## config.mk

```make
export PLATFORM = sky130hd
export DESIGN_NAME = serial_add_stage_flat
export DESIGN_NICKNAME = d
export VERILOG_FILES = /design/src/rtl/serial_add_if.sv /design/src/rtl/serial_add_stage.sv /design/src/flat_wrapper.sv
export SDC_FILE = /design/constraint.sdc
export NUM_CORES = 1
export LEC_CHECK = 0
export ABC_AREA = 0
export CORE_ASPECT_RATIO = 1.5
export CORE_MARGIN = 3
export CORE_UTILIZATION = 52
export CTS_BUF_LIST = sky130_fd_sc_hd__clkbuf_16
export DETAILED_ROUTE_END_ITERATION = 12
export PLACE_DENSITY = 0.85
export SETUP_SLACK_MARGIN = 0.05
export SLEW_MARGIN = 20
export SYNTH_ARGS = -nofsm -noshare
export SYNTH_HDL_FRONTEND = slang
export SYNTH_SLANG_ARGS = --single-unit
```

## constraint.sdc

```tcl
create_clock -name clk -period 1.94 [get_ports clk]
set_clock_uncertainty 0.2 [all_clocks]
set_input_delay 0.194 -clock clk [delete_from_list [all_inputs] [get_ports clk]]
set_output_delay 0.194 -clock clk [all_outputs]
set_load 0.005 [all_outputs]
```

## src/rtl/serial_add_if.sv

```systemverilog
// Handshake bundle for serial_add_stage: operand input channel and result output channel.
// Carries the ovf signal only when SERIAL_ADD_OVF_EN is defined.
interface serial_add_if #(
   parameter int WIDTH = 8
);
   logic             in_valid;
   logic             in_ready;
   logic [WIDTH-1:0] a;
   logic [WIDTH-1:0] b;
   logic             cin;
   logic             out_valid;
   logic             out_ready;
   logic [WIDTH-1:0] sum;
   logic             cout;
   logic             busy;
`ifdef SERIAL_ADD_OVF_EN
   logic             ovf;

   modport master (
      output in_valid, a, b, cin, out_ready,
      input  in_ready, out_valid, sum, cout, busy, ovf
   );

   modport slave (
      input  in_valid, a, b, cin, out_ready,
      output in_ready, out_valid, sum, cout, busy, ovf
   );
`else
   modport master (
      output in_valid, a, b, cin, out_ready,
      input  in_ready, out_valid, sum, cout, busy
   );

   modport slave (
      input  in_valid, a, b, cin, out_ready,
      output in_ready, out_valid, sum, cout, busy
   );
`endif
endinterface

```

## src/rtl/serial_add_stage.sv

```systemverilog
// Bit-serial WIDTH-bit adder: one full-adder cell plus a carry flop, LSB first.
// Optional signed-overflow output enabled by defining SERIAL_ADD_OVF_EN.
module serial_add_stage #(
   parameter int WIDTH = 8
) (
   input  logic          clk,
   input  logic          rst,
   serial_add_if.slave   bus
);

   localparam int CNT_W = (WIDTH < 2) ? 1 : $clog2(WIDTH + 1);
   localparam logic [CNT_W-1:0] LAST_CNT = CNT_W'(WIDTH - 1);

   typedef enum logic [1:0] {
      S_IDLE = 2'd0,
      S_RUN  = 2'd1,
      S_DONE = 2'd2
   } state_e;

   state_e             state_q,     state_d;
   logic [WIDTH-1:0]   a_sh_q,      a_sh_d;
   logic [WIDTH-1:0]   b_sh_q,      b_sh_d;
   logic [WIDTH-1:0]   sum_sh_q,    sum_sh_d;
   logic               carry_q,     carry_d;
   logic [CNT_W-1:0]   cnt_q,       cnt_d;
   logic [WIDTH-1:0]   sum_q,       sum_d;
   logic               cout_q,      cout_d;
   logic               in_ready_q,  in_ready_d;
   logic               out_valid_q, out_valid_d;
   logic               busy_q,      busy_d;
`ifdef SERIAL_ADD_OVF_EN
   logic               ovf_q,       ovf_d;
`endif

   logic               fa_s;
   logic               fa_c;
   logic [WIDTH-1:0]   sum_sh_next;

   // NOTE: every variable gets a default at the top of the block so no path leaves it unassigned (no latch).
   always_comb begin
      state_d     = state_q;
      a_sh_d      = a_sh_q;
      b_sh_d      = b_sh_q;
      sum_sh_d    = sum_sh_q;
      carry_d     = carry_q;
      cnt_d       = cnt_q;
      sum_d       = sum_q;
      cout_d      = cout_q;
`ifdef SERIAL_ADD_OVF_EN
      ovf_d       = ovf_q;
`endif

      fa_s = a_sh_q[0] ^ b_sh_q[0] ^ carry_q;
      fa_c = (a_sh_q[0] & b_sh_q[0]) | (a_sh_q[0] & carry_q) | (b_sh_q[0] & carry_q);

      // Sum bits enter at the MSB and walk down, so after WIDTH steps bit 0 is the first sum bit.
      sum_sh_next = sum_sh_q;
      for (int i = 0; i < WIDTH - 1; i++) begin
         sum_sh_next[i] = sum_sh_q[i+1];
      end
      sum_sh_next[WIDTH-1] = fa_s;

      case (state_q)
         S_IDLE: begin
            if (bus.in_valid && in_ready_q) begin
               a_sh_d   = bus.a;
               b_sh_d   = bus.b;
               carry_d  = bus.cin;
               cnt_d    = '0;
               state_d  = S_RUN;
            end
         end
         S_RUN: begin
            a_sh_d   = a_sh_q >> 1;
            b_sh_d   = b_sh_q >> 1;
            sum_sh_d = sum_sh_next;
            carry_d  = fa_c;
            cnt_d    = cnt_q + 1'b1;
            if (cnt_q == LAST_CNT) begin
               state_d = S_DONE;
               sum_d   = sum_sh_next;
               cout_d  = fa_c;
`ifdef SERIAL_ADD_OVF_EN
               // carry_q is the carry into the MSB on the last step, fa_c the carry out of it.
               ovf_d   = carry_q ^ fa_c;
`endif
            end
         end
         S_DONE: begin
            if (bus.out_ready) begin
               state_d = S_IDLE;
            end
         end
         default: begin
            state_d = S_IDLE;
         end
      endcase

      in_ready_d  = (state_d == S_IDLE);
      out_valid_d = (state_d == S_DONE);
      busy_d      = (state_d != S_IDLE);
   end

   // NOTE: state uses non-blocking assignments so all flops update from the same pre-edge values.
   // NOTE: datapath registers are reset too, so a reset result reads as zero rather than stale data.
   always_ff @(posedge clk) begin
      if (rst) begin
         state_q     <= S_IDLE;
         a_sh_q      <= '0;
         b_sh_q      <= '0;
         sum_sh_q    <= '0;
         carry_q     <= 1'b0;
         cnt_q       <= '0;
         sum_q       <= '0;
         cout_q      <= 1'b0;
         in_ready_q  <= 1'b1;
         out_valid_q <= 1'b0;
         busy_q      <= 1'b0;
`ifdef SERIAL_ADD_OVF_EN
         ovf_q       <= 1'b0;
`endif
      end else begin
         state_q     <= state_d;
         a_sh_q      <= a_sh_d;
         b_sh_q      <= b_sh_d;
         sum_sh_q    <= sum_sh_d;
         carry_q     <= carry_d;
         cnt_q       <= cnt_d;
         sum_q       <= sum_d;
         cout_q      <= cout_d;
         in_ready_q  <= in_ready_d;
         out_valid_q <= out_valid_d;
         busy_q      <= busy_d;
`ifdef SERIAL_ADD_OVF_EN
         ovf_q       <= ovf_d;
`endif
      end
   end

   assign bus.in_ready  = in_ready_q;
   assign bus.out_valid = out_valid_q;
   assign bus.sum       = sum_q;
   assign bus.cout      = cout_q;
   assign bus.busy      = busy_q;
`ifdef SERIAL_ADD_OVF_EN
   assign bus.ovf       = ovf_q;
`endif

endmodule

```

## src/flat_wrapper.sv

```systemverilog
// flat-port wrapper written by rule: the top's interface ports become plain ports
module serial_add_stage_flat 
#(
   parameter int WIDTH = 8
)
  (clk, rst, bus_in_valid, bus_a, bus_b, bus_cin, bus_out_ready, bus_in_ready, bus_out_valid, bus_sum, bus_cout, bus_busy);
  serial_add_if #(.WIDTH(WIDTH)) bus_i ();
  input  logic clk;
  input  logic rst;
  input wire logic [$bits(bus_i.in_valid)-1:0] bus_in_valid;
  input wire logic [$bits(bus_i.a)-1:0] bus_a;
  input wire logic [$bits(bus_i.b)-1:0] bus_b;
  input wire logic [$bits(bus_i.cin)-1:0] bus_cin;
  input wire logic [$bits(bus_i.out_ready)-1:0] bus_out_ready;
  output wire logic [$bits(bus_i.in_ready)-1:0] bus_in_ready;
  output wire logic [$bits(bus_i.out_valid)-1:0] bus_out_valid;
  output wire logic [$bits(bus_i.sum)-1:0] bus_sum;
  output wire logic [$bits(bus_i.cout)-1:0] bus_cout;
  output wire logic [$bits(bus_i.busy)-1:0] bus_busy;
  assign bus_i.in_valid = bus_in_valid;
  assign bus_i.a = bus_a;
  assign bus_i.b = bus_b;
  assign bus_i.cin = bus_cin;
  assign bus_i.out_ready = bus_out_ready;
  assign bus_in_ready = bus_i.in_ready;
  assign bus_out_valid = bus_i.out_valid;
  assign bus_sum = bus_i.sum;
  assign bus_cout = bus_i.cout;
  assign bus_busy = bus_i.busy;
  serial_add_stage #(.WIDTH(WIDTH)) u_core (.clk(clk), .rst(rst), .bus(bus_i));
endmodule
```

==> results of run 1 <==
==> placed cells by master (no fill, tap or decap) <==
master	netlist	final
and3_1	1	1
mux2_2	4	4
clkinv_1	1	1
or3_1	1	1
a211oi_1	1	1
o21ai_0	5	5
clkdlybuf4s50_1	0	32
o21a_1	1	1
nor2_1	2	2
a31oi_1	1	1
o211a_1	15	15
a311oi_1	10	10
nand3_1	3	3
mux2_4	10	10
ha_1	1	1
fa_1	1	1
nor4bb_1	1	1
nor2b_1	2	2
or2_1	1	1
a21o_1	1	1
buf_4	0	11
mux2_1	1	1
clkbuf_16	0	5
nand2b_1	1	1
o21bai_1	15	15
inv_1	9	11
a21oi_1	16	16
a31o_2	9	9
dfxtp_1	42	42
nand2_1	18	18
==> worst max-delay path, stage by stage (launching register included) <==
cell and delay, ns:
dfxtp_1 0.35, buf_4 0.23, or2_1 0.52, o211a_1 0.25
==> worst paths after layout <==
path | from | end | slack, ns | cells past startpoint
setup reg to reg | u_core.state_q[1] | u_core.a_sh_q[6] | 0.32 | 3
hold / removal | u_core.sum_sh_q[1] | u_core.sum_sh_q[1] | 0.25 | 2
hold reg to reg | u_core.sum_sh_q[1] | u_core.sum_sh_q[1] | 0.25 | 2
setup / recovery | u_core.state_q[1] | u_core.a_sh_q[6] | 0.32 | 3
==> sequential cells by signal, indices dropped and copies added (netlist names) <==
register	cells
u_core.a_sh_q	8
u_core.b_sh_q	8
u_core.bus.busy	1
u_core.bus.cout	1
u_core.bus.in_ready	1
u_core.bus.out_valid	1
u_core.bus.sum	8
u_core.carry_q	1
u_core.cnt_q	4
u_core.state_q	2
u_core.sum_sh_q	7
==> report_power, final <==
part	total (mW)	internal, mW	switching [mW]	leakage [nW]
Clock	0.757	0.459	0.298	0.0723
Sequential	0.942	0.913	0.0292	0.344
Combinational	0.283	0.162	0.121	0.627
==> synthesized netlist by cell type, types with 2 or more instances <==
master and count:
buf_2 5, o21ai_0 5, nor2_1 2, clkbuf_1 8, a21oi_1 16, buf_6 4
mux2_4 10, buf_1 2, nand3_1 3, a311oi_1 10, a31o_2 9, mux2_2 4
o21bai_1 15, nor2b_1 2, dfxtp_1 42, nand2_1 18, inv_1 9, o211a_1 15
==> area by class of cell <==
cell class                 instances  area [sq um]  area share (%)
clock inverter                     2          7.51           0.312
sequential                        42           841            34.9
clock buffer                       5           125            5.20
multi-input combinational        121           940            39.1
tap                               42          52.6            2.18
inverter                          10          37.5            1.56
timing repair buffer              43           403            16.7
==> metal layers <==
metal	vias up	global-route usage, %	wire [microns]
met5	-	0	0
met4	0	9.00	70
met3	6	4.82	159
met2	30	34.0	2070
met1	721	19.1	1530
li1	760	-	-
==> logic make-up (layout without fill, tap and decap cells) <==
kind of cell	after synthesis	in the layout	share of synthesized area (%)
adder cells (fa/ha/maj)	2	2	1.69
buffers and inverters	29	60	7.54
AO/OA/AOI/OAI	74	74	29.2
multiplexers	15	15	10.7
flip-flops	42	42	43.7
AND/OR/NAND/NOR	30	30	7.15
==> through the flow <==
| stage | std cells | utilization, % | setup slack, ns | hold WS (ns) | total power, mW |
|---|---|---|---|---|---|
| 4_1_cts | 265 | 69.1 | 0.298 | 0.260 | 2.00 |
| 3_5_place_dp | 258 | 65.3 | 0.0960 | 0.252 | 1.24 |
| 5_1_grt | 265 | 69.1 | 0.192 | 0.287 | 2.07 |
| 2_1_floorplan | 192 | - | 0.358 | 0.134 | 1.16 |
| 3_3_place_gp | 258 | 65.3 | 0.138 | 0.245 | 1.24 |
| 6_report | 265 | 69.1 | 0.324 | 0.254 | 1.98 |
==> flow_metrics.env, run 1 <==
export IMPL_status="completed"
export IMPL_grtUsageTotal_pct=18.4
export IMPL_num_vias=1517
export IMPL_crit_fanout=18
export IMPL_wl_per_cell_microns=14.4
export IMPL_cts_hold_buffers=0
export IMPL_ys_seq_elements=42
export IMPL_ant_nets=0
export IMPL_cts_setup_buffers=0
export IMPL_die_y_microns=80.5
export IMPL_grt_max_degree=27
export IMPL_hold_viol=0
export IMPL_area_delta_synth_final_pct=25.0
export IMPL_antenna_found_initial=0
export IMPL_yosysTopAreaCell="dfxtp_1"
export IMPL_tritoncts="done"
export IMPL_cts_clk_slew_worst_paths_ns=0.05
export IMPL_start_util_pct=55.3
export IMPL_rsz0062_at_grt="no"
export IMPL_grt_pass1_wl_microns=6490
export IMPL_clock_latency_ns=0.28
export IMPL_relSlewSlack_pct=59.7
export IMPL_dp_final_hpwl_microns=2580
export IMPL_cts_resized=0
export IMPL_viasPerCell=5.72
export IMPL_crit_type="flip-flop to flip-flop"
export IMPL_post_route_min_period_ns=1.62
export IMPL_syn_inst=192
export IMPL_finalCritPeriodShare_pct=83.3
export IMPL_htree_levels=2
export IMPL_drive_gt1_share_pct=17.5
export IMPL_cts_max_path_buffers=2
export IMPL_start_kind="flip-flop"
export IMPL_drtIter0Drc=62
export IMPL_synth_edf_count=0
export IMPL_final_area_sq_um=2410
export IMPL_final_nets=246
export IMPL_drc=0
export IMPL_clock_fmax_mhz=619
export IMPL_numCtsBuffers=5
export IMPL_seq_area_frac_synth_pct=43.7
export IMPL_max_cap_violations=0
export IMPL_antennaDiodeCount=0
export IMPL_critPathArrivalTime_ns=1.64
export IMPL_io_pins=33
export IMPL_ir_drop_mv=0.697
export IMPL_async_flop_share_pct=0
export IMPL_power_density_nw_per_um2=824
export IMPL_clkSinkCount=42
export IMPL_leakage_nw=1.04
export IMPL_nFillCells=269
export IMPL_grt_pass1_vias=1507
export IMPL_avgSynthCellArea_sq_um=10.0
export IMPL_slew_violations=0
export IMPL_synth_warnings=0
export IMPL_drt_total_wl_microns=3820
export IMPL_coreArea_sq_um=3480
export IMPL_syn_area_sq_um=1930
export IMPL_die_area_sq_um=4480
export IMPL_grt_overflow=0
export IMPL_finalSetupTns_ns=0
export IMPL_first_pass_iters=4
export IMPL_clockRootBuffer="clkbuf_16"
export IMPL_crit_path_end_kind="flip-flop"
export IMPL_fp_dieW_microns=55.7
export IMPL_setup_viol=0
export IMPL_ys_types=31
export IMPL_worst_pin_slew_ns=0.605
export IMPL_syn_nets=215
export IMPL_required_ns=1.97
export IMPL_ys_top_cells_by_area="dfxtp_1, mux2_4, o211a_1, o21bai_1, a311oi_1"
export IMPL_place_congestion=0.738
export IMPL_synth_top_area_share_pct=43.7
export IMPL_hp_class="flip-flop to flip-flop"
export IMPL_rows=26
export IMPL_ys_flop_type="dfxtp_1"
export IMPL_port_buffers=32
export IMPL_dpl_instance_area_sq_um=2270
No activity file was read; power rests on OpenSTA's default activity.
==> run 2: changes to the inputs <==
==> constraint.sdc (replaced) <==
create_clock -name clk -period 1.6 [get_ports clk]
set_clock_uncertainty 0.2 [all_clocks]
set_input_delay 0.16 -clock clk [delete_from_list [all_inputs] [get_ports clk]]
set_output_delay 0.16 -clock clk [all_outputs]
set_load 0.005 [all_outputs]
==> run 2 against run 1 <==
Compared with the run above:
- via count rose by 1.3%
- cell count rose by 2.3%
- routed wire length rose by 7.3%
- hold slack got worse by 0.013 ns
==> flow_metrics.env, run 2 (synthesis gave the netlist of run 1 again) <==
export IMPL_crit_path_end_kind="flip-flop"
export IMPL_ant_nets=0
export IMPL_multiInputGateArea_sq_um=961
export IMPL_clock_latency_ns=0.28
export IMPL_finalSetupTns_ns=0
export IMPL_htree_levels=2
export IMPL_start_util_pct=55.3
export IMPL_antennaDiodeCount=0
export IMPL_post_route_min_period_ns=1.52
export IMPL_grt_max_degree=26
export IMPL_crit_fanout=13
export IMPL_cts_hold_buffers=0
export IMPL_fin_cells=271
export IMPL_status="completed"
export IMPL_drive_gt1_share_pct=23.1
export IMPL_drtIter0Drc=37
export IMPL_clockRootBuffer="clkbuf_16"
export IMPL_hp_class="input port to flip-flop"
export IMPL_power_mw=2.47
export IMPL_slew_violations=0
export IMPL_die_y_microns=80.5
export IMPL_viasPerCell=5.67
export IMPL_clock_fmax_mhz=658
export IMPL_rows=26
export IMPL_grtUsageTotal_pct=18.7
export IMPL_final_nets=253
export IMPL_finalCritPeriodShare_pct=95.0
export IMPL_critPathArrivalTime_ns=1.49
export IMPL_cts_setup_buffers=0
export IMPL_area_delta_synth_final_pct=31.6
export IMPL_coreArea_sq_um=3480
export IMPL_die_area_sq_um=4480
export IMPL_numCtsBuffers=5
export IMPL_wl_per_cell_microns=15.1
export IMPL_drt_total_wl_microns=4100
export IMPL_ir_drop_mv=1.02
export IMPL_whs_ns=0.241
export IMPL_dp_cells=264
export IMPL_dp_final_hpwl_microns=2790
export IMPL_max_cap_violations=0
export IMPL_fp_dieW_microns=55.7
export IMPL_power_density_nw_per_um2=975
export IMPL_drc=0
export IMPL_tritoncts="done"
export IMPL_num_vias=1537
export IMPL_rsz0062_at_grt="yes"
export IMPL_grt_pass1_vias=1438
export IMPL_antenna_found_initial=0
export IMPL_cts_clk_slew_worst_paths_ns=0.06
export IMPL_final_common_cell="dfxtp_1"
export IMPL_ff_latch_area_sq_um=846
export IMPL_crit_type="flip-flop to flip-flop"
export IMPL_grt_pass1_wl_microns=6630
export IMPL_setup_viol=0
export IMPL_nFillCells=254
export IMPL_place_congestion=0.743
export IMPL_clkSinkCount=42
export IMPL_cts_max_path_buffers=2
export IMPL_io_pins=33
export IMPL_hold_viol=0
export IMPL_worstHoldPathCells=3
export IMPL_required_ns=1.57
export IMPL_grt_overflow=0
export IMPL_start_kind="flip-flop"
export IMPL_port_buffers=32
export IMPL_reg2regPathDepth=4
export IMPL_worst_pin_slew_ns=0.328
export IMPL_final_cell_mix="dfxtp_1, clkdlybuf4s50_1, nand2_1"
export IMPL_leakage_nw=1.09
export IMPL_first_pass_iters=4
export IMPL_relSlewSlack_pct=77.9
## run 2: changes by cell type in the layout (fill, tap and decap cells not counted), sizes merged
cell,delta
clkinv,+1
buf,+6
clkbuf,+1
inv,-2
## run 2: final timing paths
kind,start,end,slack [ns]
hold reg to reg,u_core.sum_sh_q[7],u_core.sum_sh_q[6],0.27
setup / recovery,u_core.state_q[1],u_core.a_sh_q[0],0.08
setup reg to reg,u_core.state_q[1],u_core.a_sh_q[0],0.08
hold / removal,bus_b[7],u_core.b_sh_q[7],0.24
## run 2: power breakdown
group	internal [mW]	switching (mW)	leakage [nW]
registers	1.11	0.0369	0.345
logic	0.240	0.165	0.682
clock network	0.554	0.369	0.0632
## run 2: metal layers
| metal | global-route usage [%] | wire length (microns) | vias to the layer above |
|---|---|---|---|
| met2 | 35.2 | 2310 | 27 |
| met3 | 4.34 | 125 | 5 |
| li1 | - | - | 767 |
| met5 | 0 | 0 | - |
| met1 | 20.2 | 1610 | 738 |
| met4 | 6.57 | 56 | 0 |
## run 2: final cells by class
| cell class | count | area share [%] |
|---|---|---|
| Clock buffer | 5 | 4.94 |
| Clock inverter | 1 | 0.148 |
| Inverter | 10 | 1.48 |
| Multi-Input combinational cell | 121 | 37.9 |
| Sequential cell | 42 | 33.4 |
| Tap cell | 42 | 2.07 |
| Timing Repair Buffer | 50 | 20.0 |
## run 2: critical path, cell delays in order, from the launching register on
cell	delay, ns
dfxtp_2	0.35
nand2b_4	0.16
buf_12	0.14
mux2_2	0.34
o211a_1	0.21
## run 2: timing repair
action / in CTS / in global routing
gates resized for setup: 4 / 9
hold endpoints to repair: 0 / 0
endpoints found under the setup margin: 15 / 17
cloned: 0 / 1
## run 2: per-stage QoR
step | utilization, % | setup WS [ns] | cell area (sq um)
floorplan | - | 0.0706 | 1930
global placement | 67.7 | -0.0457 | 2360
detailed placement | 67.7 | -0.0787 | 2360
CTS | 71.8 | 0.0733 | 2500
global route | 72.8 | 0.0224 | 2530
finish | 72.8 | 0.0794 | 2530
